## config.mk

```make
export PLATFORM = sky130hd
export DESIGN_NAME = exec_mdu
export DESIGN_NICKNAME = d
export VERILOG_FILES = /design/src/rtl/exec_mdu_pkg.sv /design/src/rtl/exec_mdu_iter.sv /design/src/rtl/exec_mdu.sv
export SDC_FILE = /design/constraint.sdc
export NUM_CORES = 1
export LEC_CHECK = 0
export BUFFER_PORTS_ARGS = -buffer_cell sky130_fd_sc_hd__buf_2
export CELL_PAD_IN_SITES_DETAIL_PLACEMENT = 1
export CELL_PAD_IN_SITES_GLOBAL_PLACEMENT = 1
export CORE_UTILIZATION = 43
export CTS_CLUSTER_SIZE = 28
export DETAILED_ROUTE_END_ITERATION = 8
export PLACE_DENSITY = 0.91
export SLEW_MARGIN = 15
export SYNTH_ARGS = -nofsm -noshare
export SYNTH_HDL_FRONTEND = slang
export SYNTH_HIERARCHICAL = 1
export SYNTH_SLANG_ARGS = --single-unit
```

## constraint.sdc

```tcl
create_clock -name clock -period 6 [get_ports clock]
set_clock_uncertainty 0.15 [all_clocks]
set_input_delay 0.9 -clock clock [delete_from_list [all_inputs] [get_ports clock]]
set_output_delay 0.9 -clock clock [all_outputs]
set_load 0.02 [all_outputs]
```

## src/rtl/exec_mdu_pkg.sv

```systemverilog
// Shared definitions for the swt16 execute stage: op codes, branch
// conditions, iterative MDU state encoding and the MDU-op predicate.
package exec_mdu_pkg;

  localparam int OP_W = 4;

  localparam logic [OP_W-1:0] OP_ADD   = 4'd0;
  localparam logic [OP_W-1:0] OP_SUB   = 4'd1;
  localparam logic [OP_W-1:0] OP_SLL   = 4'd2;
  localparam logic [OP_W-1:0] OP_SRL   = 4'd3;
  localparam logic [OP_W-1:0] OP_SRA   = 4'd4;
  localparam logic [OP_W-1:0] OP_AND   = 4'd5;
  localparam logic [OP_W-1:0] OP_OR    = 4'd6;
  localparam logic [OP_W-1:0] OP_XOR   = 4'd7;
  localparam logic [OP_W-1:0] OP_PASS2 = 4'd8;
  localparam logic [OP_W-1:0] OP_MULL  = 4'd9;
  localparam logic [OP_W-1:0] OP_MULH  = 4'd10;
  localparam logic [OP_W-1:0] OP_DIVU  = 4'd11;
  localparam logic [OP_W-1:0] OP_REMU  = 4'd12;

  localparam logic [1:0] BR_NONE = 2'd0;
  localparam logic [1:0] BR_EQ0  = 2'd1;
  localparam logic [1:0] BR_GT0  = 2'd2;
  localparam logic [1:0] BR_LT0  = 2'd3;

  typedef enum logic [1:0] {
    MDU_IDLE = 2'd0,
    MDU_BUSY = 2'd1,
    MDU_DONE = 2'd2
  } mdu_state_t;

  function automatic logic is_mdu_op(input logic [OP_W-1:0] op);
    return (op == OP_MULL) || (op == OP_MULH) || (op == OP_DIVU) || (op == OP_REMU);
  endfunction

endpackage

```

## src/rtl/exec_mdu_iter.sv

```systemverilog
// Iterative unsigned multiply / divide unit. One shift-add (MUL) or
// restoring-subtract (DIV) step per BUSY cycle, W steps per operation.
// acc holds the product high half / partial remainder, mq holds the
// multiplier shifting out / quotient shifting in.
module exec_mdu_iter
  import exec_mdu_pkg::*;
#(
  parameter int IALU_WORD_WIDTH = 16,
  parameter int OP_WIDTH        = 4
) (
  input  logic                       clock,
  input  logic                       reset,
  input  logic                       start,
  input  logic [OP_WIDTH-1:0]        op,
  input  logic [IALU_WORD_WIDTH-1:0] a,
  input  logic [IALU_WORD_WIDTH-1:0] b,
  output logic                       busy,
  output logic                       done,
  output logic [IALU_WORD_WIDTH-1:0] res
);

  localparam int W     = IALU_WORD_WIDTH;
  localparam int CNT_W = $clog2(W);

  mdu_state_t          state;
  logic [CNT_W-1:0]    cnt;
  logic [OP_WIDTH-1:0] op_p1;
  logic [W-1:0]        acc_p1;
  logic [W-1:0]        mq_p1;
  logic [W-1:0]        b_p1;
  logic [W:0]          sum;
  logic [W:0]          trial;
  logic                is_mul;

  assign is_mul = (op_p1 == OP_MULL) || (op_p1 == OP_MULH);
  // Carry out of the add lands in the top bit and is shifted into acc.
  assign sum    = {1'b0, acc_p1} + (mq_p1[0] ? {1'b0, b_p1} : '0);
  // Top bit set means the trial subtraction borrowed: restore.
  assign trial  = {acc_p1, mq_p1[W-1]} - {1'b0, b_p1};

  assign busy = (state == MDU_BUSY);
  assign done = (state == MDU_DONE);
  assign res  = ((op_p1 == OP_MULL) || (op_p1 == OP_DIVU)) ? mq_p1 : acc_p1;

  // Sequencer: IDLE -> BUSY for W steps -> DONE for one cycle -> IDLE.
  always_ff @(posedge clock) begin
    if (reset) begin
      state <= MDU_IDLE;
      cnt   <= '0;
    end else begin
      case (state)
        MDU_IDLE: if (start) begin
          state <= MDU_BUSY;
          cnt   <= CNT_W'(W - 1);
        end
        MDU_BUSY: begin
          if (cnt == '0) state <= MDU_DONE;
          else           cnt   <= cnt - 1'b1;
        end
        MDU_DONE: state <= MDU_IDLE;
        default:  state <= MDU_IDLE;
      endcase
    end
  end

  // Datapath: operand capture on start, then one iteration per BUSY cycle.
  // Divide by zero needs no special case: every trial succeeds, giving an
  // all-ones quotient and the dividend as remainder.
  always_ff @(posedge clock) begin
    if ((state == MDU_IDLE) && start) begin
      op_p1  <= op;
      acc_p1 <= '0;
      mq_p1  <= a;
      b_p1   <= b;
    end else if (state == MDU_BUSY) begin
      if (is_mul) begin
        {acc_p1, mq_p1} <= {sum, mq_p1[W-1:1]};
      end else if (!trial[W]) begin
        acc_p1 <= trial[W-1:0];
        mq_p1  <= {mq_p1[W-2:0], 1'b1};
      end else begin
        acc_p1 <= {acc_p1[W-2:0], mq_p1[W-1]};
        mq_p1  <= {mq_p1[W-2:0], 1'b0};
      end
    end
  end

endmodule

```

## src/rtl/exec_mdu.sv

```systemverilog
// swt16 execute stage: single-cycle ALU, branch/jump resolution,
// load/store address generation and an iterative multiply/divide unit
// that stalls upstream while it works.
module exec_mdu
  import exec_mdu_pkg::*;
#(
  parameter int IALU_WORD_WIDTH = 16,
  parameter int PC_WIDTH        = 12,
  parameter int PMEM_WORD_WIDTH = 16,
  parameter int DMEM_ADDR_WIDTH = 12,
  parameter int REG_IDX_WIDTH   = 4,
  parameter int OP_WIDTH        = 4
) (
  input  logic                       clock,
  input  logic                       reset,
  input  logic [OP_WIDTH-1:0]        in_op,
  input  logic [1:0]                 in_br_cond,
  input  logic                       in_jump,
  input  logic                       in_flush,
  input  logic                       in_act_load_dmem,
  input  logic                       in_act_store_dmem,
  input  logic                       in_act_write_res_to_reg,
  input  logic [PMEM_WORD_WIDTH-1:0] in_instr,
  input  logic [PC_WIDTH-1:0]        in_pc,
  input  logic [REG_IDX_WIDTH-1:0]   in_res_reg_idx,
  input  logic [IALU_WORD_WIDTH-1:0] in_src1,
  input  logic [IALU_WORD_WIDTH-1:0] in_src2,
  input  logic [IALU_WORD_WIDTH-1:0] in_src3,
  output logic                       out_stall,
  output logic                       out_valid,
  output logic [IALU_WORD_WIDTH-1:0] out_res,
  output logic                       out_act_load_dmem,
  output logic                       out_act_store_dmem,
  output logic                       out_act_write_res_to_reg,
  output logic [DMEM_ADDR_WIDTH-1:0] out_dmem_addr,
  output logic [IALU_WORD_WIDTH-1:0] out_dmem_wr_word,
  output logic                       out_set_pc,
  output logic                       out_flush,
  output logic [PC_WIDTH-1:0]        out_branch_pc,
  output logic [PMEM_WORD_WIDTH-1:0] out_instr,
  output logic [PC_WIDTH-1:0]        out_pc,
  output logic [REG_IDX_WIDTH-1:0]   out_res_reg_idx
);

  localparam int W    = IALU_WORD_WIDTH;
  localparam int SH_W = $clog2(W);

  logic [OP_WIDTH-1:0]        op_p0;
  logic [1:0]                 br_p0;
  logic                       jump_p0, vld_p0, ld_p0, st_p0, wr_p0;
  logic [PMEM_WORD_WIDTH-1:0] instr_p0;
  logic [PC_WIDTH-1:0]        pc_p0;
  logic [REG_IDX_WIDTH-1:0]   idx_p0;
  logic signed [W-1:0]        src1_p0;
  logic [W-1:0]               src2_p0, src3_p0;

  logic [SH_W-1:0]     sh_amt;
  logic [W-1:0]        alu_res, res, mdu_res;
  logic signed [W-1:0] diff;
  logic                is_mdu, mdu_start, mdu_busy, mdu_done, taken;

  function automatic logic br_taken(input logic [1:0] cond, input logic signed [W-1:0] d);
    case (cond)
      BR_EQ0:  return d == '0;
      BR_GT0:  return !d[W-1] && (d != '0);
      BR_LT0:  return d[W-1];
      default: return 1'b0;
    endcase
  endfunction

  // Stage input registers: load whenever not stalled; a cleared valid marks a bubble.
  always_ff @(posedge clock) begin
    if (reset) begin
      op_p0 <= '0; br_p0 <= '0; jump_p0 <= 1'b0; vld_p0 <= 1'b0;
      ld_p0 <= 1'b0; st_p0 <= 1'b0; wr_p0 <= 1'b0;
      instr_p0 <= '0; pc_p0 <= '0; idx_p0 <= '0;
      src1_p0 <= '0; src2_p0 <= '0; src3_p0 <= '0;
    end else if (!out_stall) begin
      op_p0 <= in_op; br_p0 <= in_br_cond; jump_p0 <= in_jump; vld_p0 <= !in_flush;
      ld_p0 <= in_act_load_dmem; st_p0 <= in_act_store_dmem; wr_p0 <= in_act_write_res_to_reg;
      instr_p0 <= in_instr; pc_p0 <= in_pc; idx_p0 <= in_res_reg_idx;
      src1_p0 <= in_src1; src2_p0 <= in_src2; src3_p0 <= in_src3;
    end
  end

  assign is_mdu    = is_mdu_op(op_p0);
  // Only start from IDLE; in DONE the same op is still in the registers.
  assign mdu_start = vld_p0 && is_mdu && !mdu_busy && !mdu_done;
  assign out_stall = mdu_start || mdu_busy;
  assign out_valid = vld_p0 && (!is_mdu || mdu_done);
  assign sh_amt    = src2_p0[SH_W-1:0];
  assign diff      = src1_p0 - src2_p0;

  exec_mdu_iter #(
    .IALU_WORD_WIDTH (W),
    .OP_WIDTH        (OP_WIDTH)
  ) u_iter (
    .clock (clock),
    .reset (reset),
    .start (mdu_start),
    .op    (op_p0),
    .a     (src1_p0),
    .b     (src2_p0),
    .busy  (mdu_busy),
    .done  (mdu_done),
    .res   (mdu_res)
  );

  // Single-cycle ALU on the registered operands.
  always_comb begin
    alu_res = '0;
    case (op_p0)
      OP_ADD:   alu_res = src1_p0 + src2_p0;
      OP_SUB:   alu_res = diff;
      OP_SLL:   alu_res = src1_p0 << sh_amt;
      OP_SRL:   alu_res = $unsigned(src1_p0) >> sh_amt;
      OP_SRA:   alu_res = src1_p0 >>> sh_amt;
      OP_AND:   alu_res = src1_p0 & src2_p0;
      OP_OR:    alu_res = src1_p0 | src2_p0;
      OP_XOR:   alu_res = src1_p0 ^ src2_p0;
      OP_PASS2: alu_res = src2_p0;
      default:  alu_res = '0;
    endcase
  end

  // Output muxing; everything is forced to zero unless this cycle is valid.
  // A branch/jump paired with an MDU op is ignored.
  always_comb begin
    res                      = is_mdu ? mdu_res : alu_res;
    taken                    = !is_mdu && (jump_p0 || br_taken(br_p0, diff));
    out_res                  = '0;
    out_act_load_dmem        = 1'b0;
    out_act_store_dmem       = 1'b0;
    out_act_write_res_to_reg = 1'b0;
    out_dmem_addr            = '0;
    out_dmem_wr_word         = '0;
    out_set_pc               = 1'b0;
    out_flush                = 1'b0;
    out_branch_pc            = '0;
    out_instr                = '0;
    out_pc                   = '0;
    out_res_reg_idx          = '0;
    if (out_valid) begin
      out_res                  = res;
      out_act_load_dmem        = ld_p0;
      out_act_store_dmem       = st_p0;
      out_act_write_res_to_reg = wr_p0;
      if (ld_p0 || st_p0) out_dmem_addr = res[DMEM_ADDR_WIDTH-1:0];
      if (st_p0)          out_dmem_wr_word = src3_p0;
      out_set_pc               = taken;
      out_flush                = taken;
      if (taken)          out_branch_pc = src3_p0[PC_WIDTH-1:0];
      out_instr                = instr_p0;
      out_pc                   = pc_p0;
      out_res_reg_idx          = idx_p0;
    end
  end

endmodule
```

==> results of run 1 <==
## cells by family after synthesis
| family | Yosys count | share of synthesized area (%) |
|---|---|---|
| fa+ha+maj | 85 | 8.95 |
| compound gates | 471 | 24.1 |
| flops | 149 | 27.4 |
| buf+inv | 176 | 5.63 |
| simple gates | 629 | 24.2 |
| mux | 67 | 6.37 |
| xor+xnor | 47 | 3.43 |
## per-layer routing
| metal | wire (um) | part of all wire, % | up-vias |
|---|---|---|---|
| met5 | 12 | 0.024 | - |
| met4 | 2240 | 4.5 | 2 |
| met3 | 3020 | 6.1 | 147 |
| met2 | 24100 | 48 | 552 |
| met1 | 20400 | 41 | 6386 |
| li1 | - | - | 5992 |
## report_power, final
part	switching [mW]	internal (mW)	total (mW)
clock network	0.532	0.550	1.08
registers	0.131	1.12	1.25
logic	0.872	0.576	1.45
total	1.53	2.24	3.78
## worst max path at each step
stage / startpoint / endpoint / slack (ns) / depth (start not counted)
5_1_grt: src2_p0[2] / out_branch_pc[4] / 0.03 / 12
3_5_place_dp: src2_p0[2] / out_branch_pc[4] / 0.84 / 12
6_report: src2_p0[2] / out_branch_pc[4] / 0.32 / 12
2_1_floorplan: src2_p0[2] / out_branch_pc[10] / 1.34 / 15
3_3_place_gp: src2_p0[2] / out_branch_pc[8] / 1.02 / 12
4_1_cts: src2_p0[2] / out_branch_pc[4] / 0.36 / 12
## state kept, by name, summed over array words and instances (netlist names)
register and cells:
src3_p0 16, instr_p0 16, br_p0 2, ld_p0 1, src1_p0 16, op_p0 4, st_p0 1, u_iter/mq_p1 16
u_iter/state 2, u_iter/acc_p1 16, src2_p0 16, wr_p0 1, jump_p0 1, u_iter/op_p1 4, u_iter/b_p1 16, u_iter/cnt 4
idx_p0 4, vld_p0 1, pc_p0 12
## layout by cell type (no fill, tap or decap), drive strengths merged, types with 6 or more instances in the layout
master  netlist  layout
nand2b       13      13
ha           81      81
o21bai        9       9
edfxtp       36      36
clkinv        1       6
o21ai        85      85
o211ai       18      18
o22ai         9       9
and3         20      20
dfxtp       113     113
nand3        15      15
a22oi         7       7
a21oi       186     186
inv          70      79
and2         68      68
nor2         97      97
nand2       306     306
xor2         16      16
a211oi       20      20
a221oi       12      12
buf          21     212
o21a          9       9
nor2b        28      28
clkbuf       84      17
mux2i        26      26
xnor2        31      31
a31oi        26      26
a21o         24      24
nor3         39      39
o31ai         6       6
nor4         13      13
mux2         36      36
## area by class of cell
class                           instances  area (sq um)  area share, %
Sequential cell                       149          3340           23.9
Tap cell                              378           473           3.38
Clock inverter                         15           143           1.02
Multi-Input combinational cell       1299          8210           58.7
Antenna cell                            3          7.51         0.0536
Clock buffer                           17           425           3.04
Timing Repair Buffer                  212          1130           8.05
Inverter                               71           267           1.90
## critical path, cell delays in order, from the launching register on
cell	delay, ns
dfxtp_1	0.34
inv_1	0.30
ha_1	0.63
o21bai_1	0.18
a2111oi_2	0.56
xor2_1	0.13
a211oi_1	0.25
nor4b_2	0.28
nand4b_1	0.23
nor4_1	0.29
o31a_1	0.57
and2_4	0.24
buf_2	0.17
==> run summary, run 1 <==
Run status
* outcome: finished clean

Synth
* number of enable-type register cells in the synthesized netlist: 36
* Synth top area share: 18.5%
* library cells used by synthesis: 86
* synthesized netlist cell count: 1624
* average instance area after synthesis: 7.53 sq um
* total number of yosys warnings: 6
* dominant register cell in the synthesized netlist: dfxtp_1
* ranking of synthesized cells by area: dfxtp_1 19%, nand2_1 9.4%, edfxtp_1 8.8%, ha_1 8.3%, a21oi_1 7.6%
* net count of the mapped netlist: 1802
* summed instance area of the synthesized netlist: 12200 sq um
* post-synthesis cell type with the largest combined area: dfxtp_1
* asr flop ratio synth: 0%
* top-count cell post-synth: nand2_1
* most numerous cell types in the synthesized netlist: 306 x nand2_1, 185 x a21oi_1, 113 x dfxtp_1, 97 x nor2_1, 84 x clkbuf_1
* share of synthesized area occupied by flip-flops and latches: 27.4%
* register bit count reported by yosys: 149

Placed design
* global placer's final weighted congestion: 0.994
* half-perimeter wire length of the detailed placement result: 36.5 mm
* Placement Setup Slack: 0.842 ns
* area after detailed placement: 13400 sq um
* number of cells in the design after placement: 2109
* Port Buffers: 187

CTS
* Worst-Skew Late Latency: 0.45 ns
* clock tree from TritonCTS: yes
* maximum clock insertion buffer count: 2
* number of buffers inserted by hold repair at cts: 0
* H-tree levels: 4
* cell at the root of the clock tree: clkbuf_16
* number of clock buffers inserted by TritonCTS: 17
* buffers inserted during post-CTS setup optimization: 0
* number of sinks handled by clock tree synthesis: 149
* clock transition at the registers of the reported paths: 0.07 ns
* Resize count post-CTS: 0

Global route
* met3 global-route usage: 5.53%
* all-layer global routing usage: 34.1%
* number of global-route vias before repair: 13.2k
* met2 GRT Util: 56.3%
* first-pass GRT wire length: 76.1 mm
* Top Usage Layer GRT: met2
* largest net degree at the start of global routing: 92
* GR met1 Demand/Resource: 42.7%
* global-route congestion overflow total: 0
* initial antenna violation count: 3

STA
* Setup Total Neg Slack: 0 ns
* unrepaired setup endpoints after global routing: false
* worst slew margin relative to its limit: 27.7%
* Max Clk Rate: 0.176 GHz
* worst hold slack after final layout: 0.304 ns
* slew at the pin with the worst max-slew slack: 1.08 ns
* share of the clock period used by the worst path: 94.7%
* hold violation total from the final report: 0
* least setup slack across all paths after layout: 0.319 ns
* count of final max-slew check failures: 0
* Setup violations, final: 0
* min cycle time layout: 5.68 ns

Worst setup path
* Worst R2R Setup Slack: 1.85 ns
* required time at the worst-slack endpoint: 4.95 ns
* kind of start point of the critical path: flop
* worst reg2reg path startpoint: op_p0[1]
* Crit Path Max Fanout: 16
* Worst Reg2Reg Path Length in Cells: 13
* capturing point of the worst reg2reg path: u_iter/acc_p1[15]
* path type of the worst setup path: flop to output pin
* data arrival time of the worst path: 4.63 ns
* Critical Path End Type: output pin

Detailed routing
* Pre-Repair DR Iteration Count: 8
* Iteration-0 DRC Markers: 1047
* number of nets still failing antenna checks after routing: 0
* DR WL/cell: 23.2 um
* vias post-DR: 13.1k
* mean number of vias per cell: 6.10
* number of design rule violations left after detail routing: 0
* aggregate routed wire length: 49.8 mm

Pwr
* reported leakage power: 6.30 nW
* Cell Pwr Density: 270 nW/um^2
* Max rail drop VDD: 172 uV
* total power draw: 3.78 mW

Die
* starting density of the core: 43.9%
* Die Outline Area: 29100 sq um
* boundary pin count: 188
* number of core rows: 61
* die span in x: 171 um
* area inside the core boundary: 27900 sq um
* Chip Height: 171 um

Min path
* hold-critical path endpoint: pc_p0[0]
* Cells on Worst Hold Path: 2
* HP Start: pc_p0[0]
* Hold WC Path Type: flop to flop

Finish
* final design utilization: 50.2%
* fraction of layout cells with a size suffix above 1: 17.9%
* final instance area: 14000 sq um
* fin nets: 1928
* post-route non-filler standard cell count: 2144
* Area growth, synth to finish: 14.5%
* number of fillers in the final layout: 3571

Run
* number of maximum-capacitance violations: 0

Power figures use the tool's default switching activity.
==> run 2: changes to the inputs <==
GPL_TIMING_DRIVEN = 0   (was not set)
TNS_END_PERCENT = 1   (was not set)
==> run 2 against run 1 <==
Effect of this change:
- maximum frequency fell by 2.5%
- final cell count grew 3.8%
- sequential power barely moved
- global-route usage up 3.4 points
- clock power hardly changed
- die area did not move
- sequential cell count did not move
- critical path depth increased by 3
- hold slack worse by 0.0099 ns
- utilization grew 0.94 points
- wire length is 11% higher
- combinational power rose by 4%
==> run summary, run 2 (same netlist as run 1, synthesis figures left out) <==
Die
* number of core rows: 61
* starting density of the core: 43.9%
* boundary pin count: 188
* area inside the core boundary: 27900 sq um
* Die Outline Area: 29100 sq um
* Chip Height: 171 um
* die span in x: 171 um

Placed design
* half-perimeter wire length of the detailed placement result: 43.6 mm
* number of cells in the design after placement: 2191
* Port Buffers: 187
* global placer's final weighted congestion: 1.02
* Placement Setup Slack: -0.0487 ns

Worst setup path
* capturing point of the worst reg2reg path: u_iter/acc_p1[15]
* Critical Path End Type: output pin
* required time at the worst-slack endpoint: 4.95 ns
* Cell Chain, Critical Path: clkbuf_4 > clkinvlp_4 > ha_1 > buf_2 > o21bai_1 > a2111oi_4 > a211oi_2 > xnor2_1 > nor4b_2 > nand4b_1 > o2111a_1 > o31a_1 > buf_6 > and2_4 > buf_2
* path type of the worst setup path: flop to output pin
* Worst R2R Setup Slack: 0.79 ns
* Crit Path Max Fanout: 11
* data arrival time of the worst path: 4.78 ns
* start point of the critical path: src2_p0[2]
* cell mode on critical path: buf_2
* kind of start point of the critical path: flop
* Largest stage delay, worst path: 0.49 ns
* Worst Reg2Reg Path Length in Cells: 14
* worst reg2reg path startpoint: op_p0[0]
* cell with the biggest individual delay on the critical path: dfxtp_1

Run
* number of maximum-capacitance violations: 0

Run status
* outcome: finished clean

STA
* Setup violations, final: 0
* Setup Total Neg Slack: 0 ns
* worst hold slack after final layout: 0.294 ns
* min cycle time layout: 5.83 ns
* unrepaired setup endpoints after global routing: false
* slew at the pin with the worst max-slew slack: 1.25 ns
* worst slew margin relative to its limit: 15.8%
* Max Clk Rate: 0.172 GHz
* share of the clock period used by the worst path: 97.2%
* least setup slack across all paths after layout: 0.171 ns
* hold violation total from the final report: 0
* count of final max-slew check failures: 0

Detailed routing
* mean number of vias per cell: 6.12
* number of nets still failing antenna checks after routing: 0
* Iteration-0 DRC Markers: 1131
* Pre-Repair DR Iteration Count: 5
* DR WL/cell: 24.9 um
* aggregate routed wire length: 55.4 mm
* vias post-DR: 13.6k
* number of design rule violations left after detail routing: 0

Finish
* fraction of layout cells with a size suffix above 1: 16.7%
* number of fillers in the final layout: 3601
* most used cells in the layout excluding fill and tap cells: 306 x nand2_1, 192 x buf_2, 185 x a21oi_1, 110 x dfxtp_1, 97 x nor2_1
* post-route non-filler standard cell count: 2225
* Area growth, synth to finish: 16.6%
* commonest non-fill, non-tap cell in the layout: nand2_1
* total area of multi-input combinational cells: 8220 sq um
* fin nets: 2011
* Storage cell area: 3350 sq um

Global route
* all-layer global routing usage: 37.6%
* first-pass GRT wire length: 81.7 mm
* global-route congestion overflow total: 0
* largest net degree at the start of global routing: 26
* number of global-route vias before repair: 13.5k
* initial antenna violation count: 2

Pwr
* reported leakage power: 6.34 nW
* Cell Pwr Density: 271 nW/um^2
* total power draw: 3.86 mW
* Max rail drop VDD: 136 uV

CTS
* clock tree from TritonCTS: yes
* number of sinks handled by clock tree synthesis: 149
* clock transition at the registers of the reported paths: 0.07 ns
* number of clock buffers inserted by TritonCTS: 17
* number of buffers inserted by hold repair at cts: 0
* Worst-Skew Late Latency: 0.45 ns
* cell at the root of the clock tree: clkbuf_16
* H-tree levels: 4
* maximum clock insertion buffer count: 2

Min path
* hold-critical path endpoint: u_iter/op_p1[3]
* Hold WC Path Type: flop to flop
* Cells on Worst Hold Path: 0
* HP Start: op_p0[3]

run 2: worst max-delay path by stage:
| stage | depth (start not counted) | slack, ns | to |
|---|---|---|---|
| global placement | 16 | 0.02 | out_branch_pc[7] |
| floorplan | 15 | 1.34 | out_branch_pc[10] |
| detailed placement | 16 | -0.05 | out_branch_pc[4] |
| CTS | 14 | 0.03 | out_branch_pc[4] |
| global route | 15 | 0.07 | out_branch_pc[4] |
| finish | 15 | 0.17 | out_branch_pc[4] |
run 2: where the power goes:
group,switching (mW),internal [mW],leakage [nW]
combinational,0.927,0.582,4.80
sequential,0.154,1.12,1.27
clock,0.532,0.549,0.271
total,1.61,2.25,6.34
run 2: metal layers:
metal / global-route usage (%) / up-vias / part of all wire [%]
li1: - / 6160 / -
met1: 45.8 / 6728 / 41
met2: 63.5 / 561 / 48
met3: 6.20 / 156 / 6.4
met4: 19.2 / 4 / 4.9
met5: 0 / - / 0.031
run 2: area by class of cell:
class	count	share of cell area (%)
inverter	71	1.90
tap	378	3.32
clock inverter	14	0.930
multi-input combinational	1299	57.6
antenna	1	0.0176
timing repair buffer	191	6.76
buffer	104	2.97
clock buffer	18	3.01
sequential	149	23.5
run 2: what timing repair did:
item	CTS	global route
gates resized for setup	3	9
pin swaps	0	1
endpoints found under the setup margin	14	14
buffers inserted	2	0
run 2: through the flow:
step / utilization (%) / cell area [sq um]
6_report: 51.2 / 14300
5_1_grt: 51.2 / 14300
4_1_cts: 51.1 / 14200
3_5_place_dp: 49.0 / 13700
3_3_place_gp: 48.9 / 13600
2_1_floorplan: - / 12200
run 2: critical path: cells and delay by family (launching register included):
kind | cells | cell delay (ns)
adder cells (fa/ha/maj) | 1 | 0.31
buffers and inverters | 5 | 1.06
AO/OA/AOI/OAI | 5 | 1.54
AND/OR/NAND/NOR | 3 | 0.77
flip-flops | 1 | 0.49
XOR/XNOR | 1 | 0.16
==> run 3: changes to the inputs <==
CELL_PAD_IN_SITES_DETAIL_PLACEMENT = 0   (was 1)
CELL_PAD_IN_SITES_GLOBAL_PLACEMENT = 2   (was 1)
CORE_MARGIN = 8   (was not set)
CORE_UTILIZATION = 34   (was 43)
PLACE_DENSITY = 0.92   (was 0.91)
==> run 3 against run 2 <==
Effect of this change:
- via count decreased by 4.8%
- sequential power is essentially flat
- sequential share of layout area decreased by 0.26 points
- hold slack gained 0.0053 ns
- non-clock buffer count increased by 2
- wire length is 4.5% lower
- critical path type unchanged
- critical endpoint is now out_branch_pc[8]
- largest power group unchanged
==> run summary, run 3 (same netlist as run 1, synthesis figures left out) <==
Run status
* outcome: finished clean

STA
* slew at the pin with the worst max-slew slack: 1.07 ns
* min cycle time layout: 5.83 ns
* worst slew margin relative to its limit: 28.4%
* least setup slack across all paths after layout: 0.169 ns
* hold violation total from the final report: 0
* share of the clock period used by the worst path: 97.2%
* Max Clk Rate: 0.172 GHz
* Setup Total Neg Slack: 0 ns
* Setup violations, final: 0
* worst hold slack after final layout: 0.299 ns
* count of final max-slew check failures: 0

Finish
* final design utilization: 40.6%
* fin nets: 2013
* commonest non-fill, non-tap cell in the layout: nand2_1
* final instance area: 14400 sq um
* post-route non-filler standard cell count: 2313
* fraction of layout cells with a size suffix above 1: 16.8%
* most used cells in the layout excluding fill and tap cells: 306 x nand2_1, 191 x buf_2, 185 x a21oi_1, 111 x dfxtp_1, 97 x nor2_1
* Area growth, synth to finish: 17.9%

Detailed routing
* aggregate routed wire length: 52.9 mm
* vias post-DR: 13.0k
* Pre-Repair DR Iteration Count: 5
* mean number of vias per cell: 5.60
* number of nets still failing antenna checks after routing: 0
* Iteration-0 DRC Markers: 984
* number of design rule violations left after detail routing: 0
* DR WL/cell: 22.9 um

Die
* boundary pin count: 188
* Die Outline Area: 42300 sq um
* Chip Height: 206 um
* number of core rows: 69
* area inside the core boundary: 35500 sq um
* starting density of the core: 34.4%
* die span in x: 206 um

Pwr
* reported leakage power: 6.37 nW
* total power draw: 3.80 mW
* Max rail drop VDD: 188 uV
* Cell Pwr Density: 263 nW/um^2

CTS
* number of sinks handled by clock tree synthesis: 149
* clock tree from TritonCTS: yes
* cell at the root of the clock tree: clkbuf_16
* clock transition at the registers of the reported paths: 0.06 ns
* number of buffers inserted by hold repair at cts: 0
* Worst-Skew Late Latency: 0.44 ns
* H-tree levels: 4
* maximum clock insertion buffer count: 2
* number of clock buffers inserted by TritonCTS: 17

Global route
* number of global-route vias before repair: 12.7k
* all-layer global routing usage: 24.2%
* initial antenna violation count: 2
* largest net degree at the start of global routing: 26
* first-pass GRT wire length: 77.8 mm
* global-route congestion overflow total: 0

Worst setup path
* data arrival time of the worst path: 4.78 ns
* Worst Reg2Reg Path Length in Cells: 14
* Critical Path End Type: output pin
* worst reg2reg path startpoint: op_p0[0]
* path type of the worst setup path: flop to output pin
* capturing point of the worst reg2reg path: u_iter/acc_p1[15]
* start point of the critical path: src2_p0[2]
* Worst R2R Setup Slack: 0.85 ns
* required time at the worst-slack endpoint: 4.95 ns
* Crit Path Max Fanout: 11
* kind of start point of the critical path: flop

Placed design
* Placement Setup Slack: 0.00751 ns
* number of cells in the design after placement: 2273
* global placer's final weighted congestion: 1.00
* half-perimeter wire length of the detailed placement result: 42.0 mm
* area after detailed placement: 13800 sq um
* Port Buffers: 187

Min path
* HP Start: instr_p0[11]
* Hold WC Path Type: flop to flop
* hold-critical path endpoint: instr_p0[11]
* Cells on Worst Hold Path: 2

Run
* number of maximum-capacitance violations: 0

## run 3: where the power goes
part	internal [mW]	leakage [nW]	total (mW)	switching [mW]
sequential	1.12	1.27	1.27	0.149
combinational	0.581	4.82	1.46	0.884
clock	0.618	0.283	1.07	0.447
## run 3: critical path, cell delays in order, from the launching register on
cell and delay (ns):
dfxtp_1 0.43, clkbuf_4 0.29, clkinvlp_4 0.24, ha_1 0.33, buf_2 0.22, o21bai_1 0.18
a2111oi_4 0.54, a211oi_2 0.16, xnor2_1 0.16, nor4b_2 0.35, nand4b_1 0.25, o2111a_1 0.31
o31a_1 0.39, buf_6 0.18, and2_4 0.15, buf_2 0.15
## run 3: layer usage
metal	vias to the layer above	part of all wire, %	global-route usage [%]	routed length [um]
met2	408	49	41.2	25900
met1	6279	43	30.4	22700
met4	0	3.5	10.0	1850
met5	-	0	0	0
li1	6177	-	-	-
met3	96	4.6	3.32	2430
## run 3: timing repair
item,4_1_cts,5_1_grt
endpoints found under the setup margin,14,14
gates resized for setup,2,12
pin swaps,0,2
setup buffers,0,5
## run 3: cell type report
cell class              count  area (sq um)
diodes                      4          10.0
repair buffers            193           981
clock inverters            10          91.3
inverters                  71           274
clock buffers              22           485
well taps                 461           577
fillers                  3768         21100
flip-flops and latches    149          3350
multi-input cells        1299          8220
plain buffers             104           425
## run 3: worst max-delay path by stage
stage | endpoint | depth (start not counted)
after CTS | out_branch_pc[9] | 15
after detailed placement | out_branch_pc[6] | 16
final | out_branch_pc[8] | 15
after floorplan | out_branch_pc[10] | 15
after global placement | out_branch_pc[9] | 16
after global routing | out_branch_pc[9] | 15
